**src/rtl/sd_init_seq_pkg.sv**
```systemverilog
// sd_init_seq_pkg: command indices, check pattern, error codes and FSM/step encodings.
package sd_init_seq_pkg;
    localparam logic [5:0] CMD2  = 6'd2;
    localparam logic [5:0] CMD3  = 6'd3;
    localparam logic [5:0] CMD6  = 6'd6;
    localparam logic [5:0] CMD7  = 6'd7;
    localparam logic [5:0] CMD8  = 6'd8;
    localparam logic [5:0] CMD41 = 6'd41;
    localparam logic [5:0] CMD55 = 6'd55;
    localparam logic [11:0] CMD8_PATTERN = 12'h1AA;
    localparam logic [1:0] ERR_NONE    = 2'd0;
    localparam logic [1:0] ERR_TIMEOUT = 2'd1;
    localparam logic [1:0] ERR_ECHO    = 2'd2;
    localparam logic [1:0] ERR_RETRY   = 2'd3;
    localparam logic [2:0] S_IDLE      = 3'd0;
    localparam logic [2:0] S_ISSUE     = 3'd1;
    localparam logic [2:0] S_WAIT_ACK  = 3'd2;
    localparam logic [2:0] S_WAIT_DONE = 3'd3;
    localparam logic [2:0] S_CHECK     = 3'd4;
    localparam logic [2:0] S_READY     = 3'd5;
    localparam logic [2:0] S_ERROR     = 3'd6;
    localparam logic [2:0] STEP_CMD8   = 3'd0;
    localparam logic [2:0] STEP_CMD55A = 3'd1;
    localparam logic [2:0] STEP_ACMD41 = 3'd2;
    localparam logic [2:0] STEP_CMD2   = 3'd3;
    localparam logic [2:0] STEP_CMD3   = 3'd4;
    localparam logic [2:0] STEP_CMD7   = 3'd5;
    localparam logic [2:0] STEP_CMD55B = 3'd6;
    localparam logic [2:0] STEP_ACMD6  = 3'd7;
    typedef struct packed {
        logic [5:0]  index;
        logic [31:0] arg;
    } cmd_t;
endpackage

```
**src/rtl/sd_init_seq_if.sv**
```systemverilog
// sd_init_seq_if: command/response handshake between the init sequencer and the CMD line driver.
interface sd_init_seq_if;
    logic        odrv_start;
    logic [5:0]  odrv_cmd_index;
    logic [31:0] odrv_cmd_arg;
    logic [31:0] idrv_resp;
    logic        idrv_done;
    logic        odrv_rst;
    modport master (
        output odrv_start, odrv_cmd_index, odrv_cmd_arg, odrv_rst,
        input  idrv_resp, idrv_done
    );
    modport slave (
        input  odrv_start, odrv_cmd_index, odrv_cmd_arg, odrv_rst,
        output idrv_resp, idrv_done
    );
endinterface

```
**src/rtl/sd_init_seq_cmd_table.sv**
```systemverilog
// sd_cmd_table: maps the current init step and card RCA to a command index/argument.
module sd_cmd_table
    import sd_init_seq_pkg::*;
#(
    parameter logic [31:0] ACMD41_ARG = 32'h40FF8000
) (
    input  logic [2:0]  step,
    input  logic [15:0] rca,
    output cmd_t        cmd
);
    always_comb begin
        cmd = '{index: CMD8, arg: 32'h0000_01AA};
        case (step)
            STEP_CMD55A: cmd = '{index: CMD55, arg: 32'h0};
            STEP_ACMD41: cmd = '{index: CMD41, arg: ACMD41_ARG};
            STEP_CMD2:   cmd = '{index: CMD2,  arg: 32'h0};
            STEP_CMD3:   cmd = '{index: CMD3,  arg: 32'h0};
            STEP_CMD7:   cmd = '{index: CMD7,  arg: {rca, 16'h0}};
            STEP_CMD55B: cmd = '{index: CMD55, arg: {rca, 16'h0}};
            STEP_ACMD6:  cmd = '{index: CMD6,  arg: 32'h2};
            default:     cmd = '{index: CMD8,  arg: 32'h0000_01AA};
        endcase
    end
endmodule

```
**src/rtl/sd_init_seq.sv**
```systemverilog
// sd_init_seq: SD identification/setup sequencer driving the CMD line driver one command at a time.
module sd_init_seq
    import sd_init_seq_pkg::*;
#(
    parameter int          ACMD41_RETRIES = 1000,
    parameter int          RESP_TIMEOUT   = 4096,
    parameter logic [31:0] ACMD41_ARG     = 32'h40FF8000,
    parameter bit          BUS_4BIT       = 1'b1
) (
    input  logic          iclk,
    input  logic          irst_n,
    input  logic          istart,
    sd_init_seq_if.master drv,
    output logic          ordy,
    output logic          oerr,
    output logic [1:0]    oerr_code,
    output logic [15:0]   orca,
    output logic          ofast_clk
);
    localparam int RW = $clog2(ACMD41_RETRIES + 1);
    localparam int TW = (RESP_TIMEOUT > 2) ? $clog2(RESP_TIMEOUT) : 1;

    logic [2:0]    state;
    logic [2:0]    step;
    logic [RW-1:0] retry;
    logic [RW-1:0] retry_nx;
    logic [TW-1:0] tcnt;
    logic          start_q;
    logic          rise;
    logic          wait_exit;
    logic          timeout;
    logic          drv_rst;
    logic          unused_resp;
    cmd_t          cmd;
    cmd_t          cmd_q;

    sd_cmd_table #(.ACMD41_ARG(ACMD41_ARG)) u_table (.step(step), .rca(orca), .cmd(cmd));

    assign rise      = istart & ~start_q;
    assign retry_nx  = retry + 1'b1;
    assign wait_exit = (state == S_WAIT_ACK) ? ~drv.idrv_done : drv.idrv_done;
    // Fires on the cycle the counter steps onto RESP_TIMEOUT-1, so odrv_rst lands in that cycle.
    assign timeout   = (state == S_WAIT_ACK || state == S_WAIT_DONE) && !wait_exit && tcnt == TW'(RESP_TIMEOUT - 2);
    assign ordy      = state == S_READY;
    assign oerr      = state == S_ERROR;
    assign unused_resp = ^drv.idrv_resp[15:12];

    assign drv.odrv_start     = state == S_ISSUE;
    assign drv.odrv_cmd_index = drv.odrv_start ? cmd.index : cmd_q.index;
    assign drv.odrv_cmd_arg   = drv.odrv_start ? cmd.arg : cmd_q.arg;
    assign drv.odrv_rst       = drv_rst;

    // start_q resets high so a level already present at reset release is not taken as an edge.
    always_ff @(posedge iclk or negedge irst_n) begin
        if (!irst_n) begin
            state     <= S_IDLE;
            step      <= STEP_CMD8;
            retry     <= '0;
            tcnt      <= '0;
            start_q   <= 1'b1;
            cmd_q     <= '0;
            drv_rst   <= 1'b0;
            oerr_code <= ERR_NONE;
            orca      <= '0;
            ofast_clk <= 1'b0;
        end else begin
            start_q <= istart;
            drv_rst <= 1'b0;
            case (state)
                S_IDLE, S_READY, S_ERROR: if (rise) begin
                    oerr_code <= ERR_NONE;
                    orca      <= '0;
                    ofast_clk <= 1'b0;
                    retry     <= '0;
                    step      <= STEP_CMD8;
                    state     <= S_ISSUE;
                end
                S_ISSUE: begin
                    cmd_q <= cmd;
                    tcnt  <= '0;
                    state <= S_WAIT_ACK;
                end
                S_WAIT_ACK, S_WAIT_DONE: begin
                    tcnt <= tcnt + 1'b1;
                    if (wait_exit) state <= (state == S_WAIT_ACK) ? S_WAIT_DONE : S_CHECK;
                    else if (timeout) begin
                        drv_rst   <= 1'b1;
                        oerr_code <= ERR_TIMEOUT;
                        state     <= S_ERROR;
                    end
                end
                S_CHECK: begin
                    state <= S_ISSUE;
                    case (step)
                        STEP_CMD8: if (drv.idrv_resp[11:0] == CMD8_PATTERN) step <= STEP_CMD55A;
                        else begin
                            oerr_code <= ERR_ECHO;
                            state     <= S_ERROR;
                        end
                        STEP_CMD55A: step <= STEP_ACMD41;
                        STEP_ACMD41: if (drv.idrv_resp[31]) step <= STEP_CMD2;
                        else begin
                            retry <= retry_nx;
                            if (retry_nx == RW'(ACMD41_RETRIES)) begin
                                oerr_code <= ERR_RETRY;
                                state     <= S_ERROR;
                            end else step <= STEP_CMD55A;
                        end
                        STEP_CMD2: step <= STEP_CMD3;
                        STEP_CMD3: begin
                            orca <= drv.idrv_resp[31:16];
                            step <= STEP_CMD7;
                        end
                        STEP_CMD7: begin
                            ofast_clk <= 1'b1;
                            if (BUS_4BIT) step <= STEP_CMD55B;
                            else state <= S_READY;
                        end
                        STEP_CMD55B: step <= STEP_ACMD6;
                        default: state <= S_READY;
                    endcase
                end
                default: state <= S_IDLE;
            endcase
        end
    end
endmodule

```
**src/flat_wrapper.sv**
```systemverilog
// flat-port wrapper written by rule: the top's interface ports become plain ports
module sd_init_seq_flat import sd_init_seq_pkg::*;
#(
    parameter int          ACMD41_RETRIES = 1000,
    parameter int          RESP_TIMEOUT   = 4096,
    parameter logic [31:0] ACMD41_ARG     = 32'h40FF8000,
    parameter bit          BUS_4BIT       = 1'b1
)
  (iclk, irst_n, istart, ordy, oerr, oerr_code, orca, ofast_clk, drv_odrv_start, drv_odrv_cmd_index, drv_odrv_cmd_arg, drv_odrv_rst, drv_idrv_resp, drv_idrv_done);
  sd_init_seq_if drv_i ();
  input  logic iclk;
  input  logic irst_n;
  input  logic istart;
  output logic ordy;
  output logic oerr;
  output logic [1:0] oerr_code;
  output logic [15:0] orca;
  output logic ofast_clk;
  output wire logic [$bits(drv_i.odrv_start)-1:0] drv_odrv_start;
  output wire logic [$bits(drv_i.odrv_cmd_index)-1:0] drv_odrv_cmd_index;
  output wire logic [$bits(drv_i.odrv_cmd_arg)-1:0] drv_odrv_cmd_arg;
  output wire logic [$bits(drv_i.odrv_rst)-1:0] drv_odrv_rst;
  input wire logic [$bits(drv_i.idrv_resp)-1:0] drv_idrv_resp;
  input wire logic [$bits(drv_i.idrv_done)-1:0] drv_idrv_done;
  assign drv_odrv_start = drv_i.odrv_start;
  assign drv_odrv_cmd_index = drv_i.odrv_cmd_index;
  assign drv_odrv_cmd_arg = drv_i.odrv_cmd_arg;
  assign drv_odrv_rst = drv_i.odrv_rst;
  assign drv_i.idrv_resp = drv_idrv_resp;
  assign drv_i.idrv_done = drv_idrv_done;
  sd_init_seq #(.ACMD41_RETRIES(ACMD41_RETRIES), .RESP_TIMEOUT(RESP_TIMEOUT), .ACMD41_ARG(ACMD41_ARG), .BUS_4BIT(BUS_4BIT)) u_core (.iclk(iclk), .irst_n(irst_n), .istart(istart), .drv(drv_i), .ordy(ordy), .oerr(oerr), .oerr_code(oerr_code), .orca(orca), .ofast_clk(ofast_clk));
endmodule
```
**config.mk**
```make
export PLATFORM = sky130hd
export DESIGN_NAME = sd_init_seq_flat
export DESIGN_NICKNAME = d
export VERILOG_FILES = /design/src/rtl/sd_init_seq_pkg.sv /design/src/rtl/sd_init_seq_if.sv /design/src/rtl/sd_init_seq_cmd_table.sv /design/src/rtl/sd_init_seq.sv /design/src/flat_wrapper.sv
export SDC_FILE = /design/constraint.sdc
export NUM_CORES = 1
export LEC_CHECK = 0
export CAP_MARGIN = 10
export CORE_MARGIN = 3
export CORE_UTILIZATION = 52
export CTS_CLUSTER_DIAMETER = 30
export DETAILED_ROUTE_END_ITERATION = 8
export HOLD_SLACK_MARGIN = 0.08
export PLACE_DENSITY_LB_ADDON = 0.15
export RECOVER_POWER = 25
export SKIP_LAST_GASP = 1
export SLEW_MARGIN = 0
export SYNTH_ARGS = -nofsm -noshare
export SYNTH_HDL_FRONTEND = slang
export SYNTH_HIERARCHICAL = 1
export SYNTH_SLANG_ARGS = --single-unit
```
**constraint.sdc**
```tcl
create_clock -name iclk -period 2 [get_ports iclk]
set_input_delay 0.3 -clock iclk [delete_from_list [all_inputs] [get_ports iclk]]
set_output_delay 0.3 -clock iclk [all_outputs]
set_load 0.05 [all_outputs]
```
==> results of run 1 <==
-- final cells by class --
cell class / instances / area, um^2
timing repair buffer: 167 / 1870
sequential: 87 / 2180
clock buffer: 11 / 131
inverter: 11 / 51.3
multi-input combinational: 404 / 2400
fill: 473 / 1510
tap: 105 / 131
clock inverter: 5 / 106
-- worst register-to-register path, stage by stage, from the launching register on --
cell and delay, ns:
dfrtp_2 0.51, buf_4 0.17, inv_1 0.09, ha_1 0.36, a211oi_2 0.31, nor3_2 0.09, nor2_1 0.18, a211oi_1 0.09
o22ai_1 0.22
-- logic make-up (layout without fill, tap and decap cells) --
group / Yosys count / count (layout) / synth area share [%]
adders and majority gates: 8 / 8 / 2.19
and+or+nand+nor: 283 / 286 / 29.5
xor gates and xnor gates: 6 / 6 / 1.15
other: 1 / 10 / 0.0822
muxes: 4 / 4 / 0.878
AOI/OAI and AO/OA: 89 / 90 / 12.2
buffers and inverters: 51 / 194 / 6.25
DFF: 87 / 87 / 47.8
-- layer usage --
layer / GRT usage, % / up-vias / share of wire (%) / wire length (um)
li1: - / 2072 / - / -
met1: 33.7 / 2247 / 38 / 5580
met2: 43.9 / 296 / 50 / 7380
met3: 4.84 / 56 / 8.9 / 1330
met4: 8.51 / 0 / 4.0 / 600
met5: 0 / - / 0 / 0
-- cells in the final DEF, fill, tap and decap left out, types with 6 or more instances in the layout --
master           synthesis  routed
nand2b_1                14      13
nand2_2                  0      22
dfrtp_1                 86      81
nand3_1                 18      17
a21oi_1                  9       9
and3_1                   8       8
buf_6                    2       6
o21ai_0                 40      39
nand2_1                173     149
buf_12                   0      36
buf_4                   17      70
clkdlybuf4s50_1          0      49
clkbuf_8                 0       9
nand4_1                  8       8
conb_1                   1      10
inv_1                   10       7
ha_1                     8       7
and3b_1                  9       7
nor2_1                  20      18
a22o_1                  10      10
-- synthesized netlist by cell type (2+ instances only) --
| library cell | number | area share, % |
|---|---|---|
| nand3_1 | 18 | 2.0 |
| mux2i_1 | 4 | 0.88 |
| o31ai_1 | 5 | 0.82 |
| and2_1 | 2 | 0.27 |
| nand3_2 | 2 | 0.44 |
| nor3_1 | 7 | 0.77 |
| buf_6 | 2 | 0.49 |
| nand2b_1 | 14 | 1.9 |
| o211ai_1 | 3 | 0.49 |
| o21ai_1 | 6 | 0.66 |
| clkbuf_1 | 7 | 0.58 |
| and4_1 | 2 | 0.38 |
| a31oi_1 | 2 | 0.27 |
| and3_1 | 8 | 1.1 |
| or3_1 | 3 | 0.41 |
| a21oi_1 | 9 | 0.99 |
| a22o_1 | 10 | 1.9 |
| a211oi_1 | 5 | 0.82 |
| buf_2 | 11 | 1.2 |
| nor2_1 | 20 | 1.6 |
| buf_4 | 17 | 2.8 |
| buf_1 | 2 | 0.16 |
| nand2_1 | 173 | 14 |
| and4bb_2 | 2 | 0.55 |
| ha_1 | 8 | 2.2 |
| dfrtp_1 | 86 | 47 |
| xnor2_1 | 3 | 0.58 |
| nor2b_1 | 4 | 0.55 |
| inv_1 | 10 | 0.82 |
| a21o_1 | 2 | 0.33 |
| nand4_1 | 8 | 1.1 |
| and3b_1 | 9 | 1.7 |
| o21ai_0 | 40 | 4.4 |
| xor2_1 | 3 | 0.58 |
-- registers in the layout (all words and copies together), names as in the netlist --
name	cells
u_core/ofast_clk	1
u_core/tcnt	12
u_core/state	3
u_core/drv.odrv_rst	1
u_core/start_q	1
u_core/retry	10
u_core/step	3
u_core/oerr_code	2
u_core/cmd_q	38
u_core/orca	16
-- power by group --
group,switching [W],internal (W)
Combinational,0.00397,0.00278
Clock,0.000673,0.000834
Sequential,0.000321,0.00223
Total,0.00496,0.00585
-- stage by stage --
stage | cells | area (um^2)
2_1_floorplan | 538 | 4600
5_1_grt | 790 | 6870
4_1_cts | 763 | 6550
3_3_place_gp | 725 | 5970
6_report | 790 | 6870
3_5_place_dp | 725 | 5970
-- repair_timing --
item	in CTS	in global routing
hold endpoints to repair	31	0
pin swaps	10	25
gates resized for setup	32	45
hold buffers	1	0
setup buffers	18	26
cloned	4	4
endpoints found under the setup margin	56	68
-- how the worst min path moves through the flow --
| stage | cells past startpoint | startpoint | end |
|---|---|---|---|
| global route | 3 | drv_idrv_resp[18] | u_core/orca[2] |
| global placement | 1 | irst_n | u_core/cmd_q[9] |
| finish | 2 | u_core/cmd_q[13] | u_core/cmd_q[13] |
| floorplan | 0 | irst_n | u_core/cmd_q[0] |
| detailed placement | 1 | irst_n | u_core/cmd_q[6] |
| CTS | 1 | istart | u_core/start_q |
==> results.yml, run 1 <==
status:
  status: "finished, violations left"
  violations: "setup timing"
detailed_routing:
  wl_um: 14900
  drt-initial-drc-count: 296
  drc: 0
  ant_nets: 0
  vias: 4671
  dr.pass1.iters: 7
  viasPerCell: 5.91
  wl_per_cell_um: 18.8
placed_design:
  io_buffers: 92
  place_hpwl_um: 7970
  gp_congestion: 0.834
  place_ws_ns: -0.278
clock_tree:
  cts_tree: "built"
  clk_pin_slew_ns: 0.10
  htree_levels: 3
  clk_latency_ns: 0.36
  root_buffer: "clkbuf_8"
  cts_buffer_depth: 2
  clkSinkCount: 87
  numCtsBuffers: 9
setup_path:
  cp_num_buf_inv: 2
  crit_path_cell_trace: "buf_4 -> inv_1 -> ha_1 -> a211oi_2 -> nor3_2 -> nor2_1 -> a211oi_1 -> o22ai_1"
  ff2ff_path_depth: 8
  setup.worst_path.class: "flop to flop"
  reg2reg_from: "u_core/step[0]"
  cp_data_arrival_time_ns: 2.38
  worstSetupStartpointType: "flop"
  crit_required_ns: 2.26
  end_kind: "flop"
  cp_top_family: "compound AO/OA/AOI/OAI gates"
  slowest_delay_ns: 0.51
  endpoint: "u_core/step[0]"
  crit_slowest_cell: "dfrtp_2"
  regToRegEndpoint: "u_core/step[0]"
  cp-startpoint: "u_core/step[0]"
  cp_max_fo: 6
  reg2reg_setup_slack_ns: -0.12
  cp.depth: 8
timing:
  finalHoldViolations: 0
  setup_violations: 19
  worst_pin_slew_ns: 0.887
  whs_ns: 0.486
  maxSlewViolCount: 0
  finalClockSkew_ns: 0.0135
  setup_ws_ns: -0.121
  fin_crit_sh_pct: 106
  period_needed_ns: 2.12
  rsz0062_at_grt: "true"
  slew_headroom_pct: 40.8
  setup_tns_ns: -0.762
  fmaxAchievable_mhz: 472
synthesis:
  syn-instance-count: 529
  yosysUniqueCellTypes: 56
  ys_seq_area_share_pct: 47.8
  synth_flop_cell: "dfrtp_1"
  avgSynthCellArea_um2: 8.62
  yosysWarnings: 6
  synth_area_um2: 4560
  async_flop_share_pct: 100
  synth_edf_count: 0
  synth_seq_cells: 87
cells_and_area:
  antenna_cells: 0
  fin_nets: 724
  final_core_util_pct: 81.9
  areaGrowthSynthToFinish_pct: 50.5
  drive_above_1_share_pct: 29.1
grt:
  grt_pass1_vias: 4288
  grt_overflow: 0
  grt_use_total_pct: 26.0
  antenna_found_initial: 0
  grt_pass1_wl_um: 20800
  grt_max_degree: 49
power:
  powerDensity_nw_per_um2: 1570
  peakVddDrop_uv: 972
  p_leak_nw: 3.21
  power_w: 0.0108
floorplanning:
  fp-row-count: 33
  die_h_um: 99.7
  initial_core_util_pct: 54.4
  io_pins: 97
  core-area_um2: 8380
  fp.dieW_um: 99.7
  die_area_um2: 9930
hold_path:
  hp-class: "flop to flop"
job:
  cap_viol_max_count: 0
Note: power is estimated with default switching activity, not from simulation.
==> run 2, diff against run 1 <==
RECOVER_POWER = 50   (was 25)
==> results.yml, run 2 (same netlist as run 1, synthesis figures left out) <==
power:
  intPower_w: 0.00585
  clock_power_share_pct: 13.9
  peakVddDrop_uv: 972
  switchingPower_w: 0.00496
  switching_share_pct: 45.9
  p_seq_share_pct: 23.6
  comb_power_share_pct: 62.4
  powerDensity_nw_per_um2: 1570
  p_leak_nw: 3.21
  power_w: 0.0108
clock_tree:
  htree_levels: 3
  root_buffer: "clkbuf_8"
  cts_buffer_depth: 2
  cts_tree: "built"
  clk_latency_ns: 0.36
  clk_pin_slew_ns: 0.10
  clkSinkCount: 87
  numCtsBuffers: 9
grt:
  grt_overflow: 0
  grt_max_degree: 49
  grt_pass1_wl_um: 20800
  antenna_found_initial: 0
  grt_use_total_pct: 26.0
  grt_pass1_vias: 4288
cells_and_area:
  finalInstanceArea_um2: 6870
  regArea_um2: 2180
  largest_register: "u_core/cmd_q"
  multi_input_area_um2: 2400
  mostFrequentLayoutCells: "149 x nand2_1, 81 x dfrtp_1, 70 x buf_4, 49 x clkdlybuf4s50_1, 39 x o21ai_0"
  antenna_cells: 0
  largest_reg_flops: 38
  drive_above_1_share_pct: 29.1
  nFillCells: 473
  fin_nets: 724
  areaGrowthSynthToFinish_pct: 50.5
  top_regs: "u_core/cmd_q: 38 flops, u_core/orca: 16 flops, u_core/tcnt: 12 flops"
  final_common_cell: "nand2_1"
setup_path:
  setup.worst_path.class: "flop to flop"
  cp_data_arrival_time_ns: 2.38
  cp-startpoint: "u_core/step[0]"
  reg2reg_from: "u_core/step[0]"
  worstSetupStartpointType: "flop"
  ff2ff_path_depth: 8
  cp_max_fo: 6
  crit_required_ns: 2.26
  reg2reg_setup_slack_ns: -0.12
  end_kind: "flop"
  regToRegEndpoint: "u_core/step[0]"
floorplanning:
  initial_core_util_pct: 54.4
  die_area_um2: 9930
  fp-row-count: 33
  core-area_um2: 8380
  fp.dieW_um: 99.7
  die_h_um: 99.7
  io_pins: 97
timing:
  finalHoldViolations: 0
  slew_headroom_pct: 40.8
  setup_ws_ns: -0.121
  maxSlewViolCount: 0
  fin_crit_sh_pct: 106
  fmaxAchievable_mhz: 472
  finalClockSkew_ns: 0.0135
  rsz0062_at_grt: "true"
  worst_pin_slew_ns: 0.887
  setup_tns_ns: -0.758
  period_needed_ns: 2.12
  setup_violations: 19
hold_path:
  hold-path-cell-count: 2
  hold_end: "u_core/cmd_q[13]"
  holdCritStartpoint: "u_core/cmd_q[13]"
  hp-class: "flop to flop"
placed_design:
  place_ws_ns: -0.278
  place_area_um2: 5970
  io_buffers: 92
  place_hpwl_um: 7970
  gp_congestion: 0.834
detailed_routing:
  viasPerCell: 5.92
  drt-initial-drc-count: 296
  dr.pass1.iters: 7
  top_layer_used: "met4"
  wl_um: 14900
  vias: 4674
  dr_wl_met2_um: 7370
  ant_nets: 0
  drc: 0
  wl_per_cell_um: 18.8
  wl_met3_um: 1330
  met1_length_um: 5580
job:
  cap_viol_max_count: 0
status:
  status: "finished, violations left"
  violations: "setup timing"
[run 2: cell counts in the layout (fill, tap and decap cells not counted)]
No cell type changed its count.
[run 2: worst max path at each step]
stage | end | slack, ns | cells after the start
floorplan | drv_odrv_cmd_arg[22] | 0.0007 | 6
global placement | u_core/orca[9] | -0.13 | 5
detailed placement | u_core/orca[7] | -0.28 | 5
CTS | drv_odrv_cmd_arg[16] | -0.06 | 6
global route | u_core/step[0] | -0.24 | 8
finish | u_core/step[0] | -0.12 | 8
[run 2: timing repair]
| action | in CTS | in global routing |
|---|---|---|
| gates resized for setup | 32 | 45 |
| gates cloned | 4 | 4 |
| hold endpoints to repair | 31 | 0 |
| setup endpoints to repair | 56 | 68 |
| hold buffers | 1 | 0 |
| setup buffers | 18 | 26 |
| pin swaps | 10 | 25 |
[run 2: final cells by class]
type                            count  share of cell area [%]
Multi-Input combinational cell    404                    34.9
Sequential cell                    87                    31.8
Timing Repair Buffer              167                    27.2
Clock buffer                       11                    1.91
Tap cell                          105                    1.91
Clock inverter                      5                    1.55
Inverter                           11                   0.747
[run 2: power groups by stage]
| stage | clock network [W] | logic (W) | registers [W] |
|---|---|---|---|
| 6_report | 0.00151 | 0.00675 | 0.00255 |
| 5_1_grt | 0.00159 | 0.00706 | 0.00260 |
| 4_1_cts | 0.00150 | 0.00611 | 0.00251 |
| 3_5_place_dp | 0 | 0.00557 | 0.00257 |
| 3_3_place_gp | 0 | 0.00546 | 0.00254 |
| 2_1_floorplan | 0 | 0.00305 | 0.00277 |
[run 2: per-stage QoR]
step	instances	hold WS, ns	utilization (%)
after global routing	790	0.499	81.9
after floorplan	538	0.00441	-
after global placement	725	0.279	71.3
after detailed placement	725	0.279	71.3
after CTS	763	0.383	78.2
final	790	0.486	81.9
[run 2: critical path, cell delays in order, from the launching register on]
cell and delay, ns:
dfrtp_2 0.51, buf_4 0.17, inv_1 0.09, ha_1 0.36, a211oi_2 0.31, nor3_2 0.09, nor2_1 0.18, a211oi_1 0.09
o22ai_1 0.22
[run 2: metal layers]
layer | track usage, % | vias to the layer above
li1 | - | 2072
met1 | 33.7 | 2247
met2 | 43.9 | 298
met3 | 4.84 | 57
met4 | 8.51 | 0
met5 | 0 | -
